==> config.mk <==
export PLATFORM = sky130hd
export DESIGN_NAME = feature_frame_buffer
export DESIGN_NICKNAME = d
export VERILOG_FILES = /design/src/rtl/feature_frame_buffer.sv
export SDC_FILE = /design/constraint.sdc
export NUM_CORES = 1
export LEC_CHECK = 0
export CORE_MARGIN = 5
export CORE_UTILIZATION = 54
export CTS_CLUSTER_DIAMETER = 150
export DETAILED_ROUTE_END_ITERATION = 6
export HOLD_SLACK_MARGIN = 0.02
export PLACE_DENSITY = 0.79
export SLEW_MARGIN = 20
export SYNTH_ARGS = -nofsm -noshare
export SYNTH_HDL_FRONTEND = slang
export SYNTH_SLANG_ARGS = --single-unit
==> constraint.sdc <==
create_clock -name Clock -period 2.5 [get_ports Clock]
set_input_delay 0.625 -clock Clock [delete_from_list [all_inputs] [get_ports Clock]]
set_output_delay 0.625 -clock Clock [all_outputs]
set_load 0.01 [all_outputs]
==> src/rtl/feature_frame_buffer.sv <==
// feature_frame_buffer: double-banked sample-to-frame collector that issues frames to a detector with done/timeout handshake
module feature_frame_buffer #(
  parameter int N_SAMPLES    = 30,
  parameter int W            = 10,
  parameter int SAT_MAX      = 999,
  parameter int DONE_TIMEOUT = 4095
) (
  input  logic         Clock,
  input  logic         Rst,
  input  logic [W-1:0] sample_in,
  input  logic         sample_valid,
  output logic         sample_ready,
  output logic [W-1:0] frame_out [N_SAMPLES],
  output logic         start,
  input  logic         det_done,
  output logic [7:0]   frame_count,
  output logic         timeout
);
  localparam int IW = N_SAMPLES > 1 ? $clog2(N_SAMPLES) : 1;
  localparam int TW = DONE_TIMEOUT > 1 ? $clog2(DONE_TIMEOUT + 1) : 1;
  localparam logic [W-1:0] SAT = W'(SAT_MAX);
  typedef enum logic {IDLE, BUSY} state_t;
  state_t        state_q, state_d;
  logic [W-1:0]  fill_q [N_SAMPLES];
  logic [W-1:0]  fill_d [N_SAMPLES];
  logic [W-1:0]  frame_q [N_SAMPLES];
  logic [IW-1:0] wr_idx_q;
  logic          fill_full_q;
  logic [TW-1:0] cnt_q, cnt_d;
  logic [7:0]    count_q;
  logic          timeout_q, timeout_d;
  logic          accept, last, swap;
  assign sample_ready = !fill_full_q;
  assign start        = state_q == BUSY;
  assign frame_out    = frame_q;
  assign frame_count  = count_q;
  assign timeout      = timeout_q;
  // Fill bank as it will look after this cycle's write; a swap copies this so the final sample lands in the issued frame without delay
  always_comb begin
    accept = sample_valid && !fill_full_q;
    last   = accept && wr_idx_q == IW'(N_SAMPLES - 1);
    fill_d = fill_q;
    if (accept) fill_d[wr_idx_q] = sample_in > SAT ? SAT : sample_in;
  end
  // Issue FSM: swap from IDLE only, so a freshly idle cycle always separates two frames
  always_comb begin
    state_d   = state_q;
    cnt_d     = cnt_q;
    timeout_d = 1'b0;
    swap      = 1'b0;
    if (state_q == IDLE) begin
      swap = fill_full_q || last;
      if (swap) begin
        state_d = BUSY;
        cnt_d   = '0;
      end
    end else if (det_done) begin
      state_d = IDLE;
    end else if (cnt_q == TW'(DONE_TIMEOUT - 1)) begin
      state_d   = IDLE;
      timeout_d = 1'b1;
    end else begin
      cnt_d = cnt_q + TW'(1);
    end
  end
  // State, bank and counter registers
  always_ff @(posedge Clock) begin
    if (Rst) begin
      state_q     <= IDLE;
      cnt_q       <= '0;
      timeout_q   <= 1'b0;
      count_q     <= '0;
      wr_idx_q    <= '0;
      fill_full_q <= 1'b0;
      fill_q      <= '{default: '0};
      frame_q     <= '{default: '0};
    end else begin
      state_q   <= state_d;
      cnt_q     <= cnt_d;
      timeout_q <= timeout_d;
      fill_q    <= fill_d;
      if (accept) wr_idx_q <= last ? '0 : wr_idx_q + IW'(1);
      if (swap) begin
        frame_q     <= fill_d;
        count_q     <= count_q + 8'd1;
        fill_full_q <= 1'b0;
      end else if (last) begin
        fill_full_q <= 1'b1;
      end
    end
  end
endmodule

==> qor.yml <==
timing:
  fin_crit_ns: 2.280
  hold_violations: 0
  rsz0062_at_grt: "no"
  fin_setup_tns_ns: 0
  hold-worst-slack_ns: 0.3481
  clock.fmax_mhz: 438.6
  worst_pin_slew_ns: 0.9539
  min_period_over_period_pct: 91.20
  setup_viol: 0
  maxSlewViolCount: 0
  finClkSkew_ns: 0.03381
  max_slew_margin_pct: 36.41
logic_synthesis:
  synth_top_flop_cell: "dfxtp_1"
  syn-instance-count: 2252
  synth-edff-count: 0
  synth_top_cell_by_area: "dfxtp_1"
  syn_nets: 2273
  synth_most_common_cell: "dfxtp_1"
  ys_seq_area_share_pct: 56.72
  syn_area_um2: 22170
  synth.avg_cell_area_um2: 9.842
  synth_warnings: 0
  synth_common_cells: "dfxtp_1, nor2_1, mux2i_1"
  ys_ff_latch: 628
  ys_types: 52
  synthTopCellsByArea: "dfxtp_1, mux2i_1, nor2_1"
  synth.top_cell.area_share_pct: 56.72
  async_flop_share_pct: 0
critical_path:
  critical_path_class: "register to primary output"
  critPathLaunchType: "register"
  crit_slowest_cell: "clkdlybuf4s50_1"
  end_kind: "primary output"
  critPathMaxFanout: 5
  worst-path-buf-inv: 1
  slowest_delay_ns: 0.59
  cp.required_ns: 1.88
  worstPathCellList: "clkdlybuf4s50_1"
  cpLargestDelayFamily: "buffers and inverters"
  crit_arrival_ns: 1.65
grt:
  antenna_found_initial: 1
  grt_overflow: 0
  grt_max_degree: 200
  grt_pass1_vias: 17878
  grt_usage_pct: 27.49
  grt_first_pass_wirelength_um: 99150
cts:
  cts_tree: "done"
  numClockSinks: 628
  cts_buffers: 60
  root_buffer: "clkbuf_16"
  post_cts_buffers: 0
  h-tree-depth: 2
  cts.reportedPaths.clkPinSlew_ns: 0.06
  hold_buffers: 0
  cts_buffer_depth: 3
  worstSkewPairLatency_ns: 0.62
die:
  ios: 325
  die_h_um: 212.6
  floorplan.core_area_um2: 40740
  start_util_pct: 54.41
  rows: 74
  dieArea_um2: 45200
  die_w_um: 212.6
routing:
  avgRoutedWirePerCell_um: 20.42
  post-route-drc-count: 0
  vias_per_cell: 5.730
  dr_total_vias: 17945
  wirelength_um: 63950
  drt-initial-drc-count: 1570
  ant_nets: 0
  dr.pass1.iters: 6
finish:
  instances_no_fill: 3132
  drive_gt1_share_pct: 9.927
  fin_nets: 2574
  area_growth_syn_to_layout_pct: 29.59
  final_area_um2: 28720
power_and_ir_drop:
  leakagePower_nw: 10.86
  worst_ir_drop_vdd_mv: 0.5714
  powerDensity_nw_per_um2: 696.5
  total_power_w: 0.02001
placed_design:
  hpwl_um: 43290
  numPortBuffers: 324
  placed_area_um2: 26640
  gp_congestion: 0.8540
  dp.cells: 3023
run_status:
  status: "finished, final reports clean"
job:
  max-cap-violations: 0
worst_hold_path:
  hold_path.class: "primary input to register"
## layer usage
layer | vias up | GRT usage (%) | share of wire [%]
met2 | 660 | 45.85 | 48
met4 | 0 | 11.21 | 3.8
met5 | - | 0 | 0
li1 | 8472 | - | -
met1 | 8681 | 35.20 | 41
met3 | 132 | 5.430 | 7.1
## flip-flops by register name, indices dropped and copies added, names as in the netlist
signal / cells
frame_count: 8
fill_full_q: 1
cnt_q: 12
timeout: 1
start: 1
wr_idx_q: 5
fill_q: 300
frame_out: 300
## worst register-to-register path: stages, from the launching register on
cell and delay, ns:
dfxtp_1 0.72, and4bb_2 0.53, nand2_1 0.34, mux2i_1 0.37
a211oi_1 0.13
## kinds of logic (layout without fill, tap and decap cells)
group / Yosys count / count (layout) / synth area share, %
adders and majority gates: 7 / 7 / 0.3951
and+or+nand+nor: 758 / 758 / 14.43
AOI/OAI and AO/OA: 404 / 404 / 13.39
buffers and inverters: 206 / 553 / 3.833
DFF: 628 / 628 / 56.72
muxes: 245 / 245 / 11.07
other: 0 / 1 / 0
xor gates and xnor gates: 4 / 4 / 0.1581
## cells in the final DEF, fill, tap and decap left out, types with 7 or more instances in the layout
master	n
a211oi_1	206
a21oi_1	16
a32oi_1	56
and3_1	10
buf_12	38
buf_4	76
clkbuf_1	12
clkbuf_16	62
clkbuf_8	15
clkdlybuf4s50_1	317
clkinv_2	7
dfxtp_1	627
ha_1	7
mux2i_1	244
nand2_1	146
nand3_1	9
nand4_1	8
nor2_1	517
nor2_2	8
nor2_4	8
o21ai_0	9
o22ai_1	86
or3_1	8
## repair_timing
item,in CTS,in global routing
resized for setup,2,1
endpoints found under the setup margin,1,1
gates cloned,0,0
## metrics by stage
step | util (%) | worst slack [ns]
after floorplan | - | 0.4489
after global placement | 65.39 | -0.1203
after detailed placement | 65.39 | -0.2137
after CTS | 70.49 | 0.07164
after global routing | 70.51 | 0.1106
final | 70.51 | 0.2201
## final timing paths
path / depth (start not counted) / from / end / slack, ns
worst min-delay path: 2 / Rst / wr_idx_q[1]$_SDFFE_PP0N_ / 0.35
worst max-delay path: 1 / start$_SDFF_PP0_ / start / 0.22
worst min register to register: 2 / fill_q[8]$_SDFF_PP0_ / fill_q[8]$_SDFF_PP0_ / 0.47
worst max register to register: 4 / wr_idx_q[2]$_SDFFE_PP0N_ / frame_out[146]$_SDFFE_PP0P_ / 0.25
## report_power, final
part           leakage, nW  total (W)  switching (W)  internal [W]
combinational         4.80   0.000577       0.000416      0.000160
clock                 1.01    0.00939        0.00380       0.00559
sequential            5.06     0.0100      0.0000106        0.0100
total                 10.9     0.0200        0.00423        0.0158
## cell type report
cell class / instances / area [µm²]
clock buffers: 89 / 1803
diodes: 1 / 2.502
repair buffers: 438 / 4557
well taps: 532 / 665.6
inverters: 7 / 27.53
fillers: 2990 / 12020
clock inverters: 19 / 272.8
multi-input cells: 1418 / 8820
flip-flops and latches: 628 / 12580
Note: power is estimated with default switching activity, not from simulation.
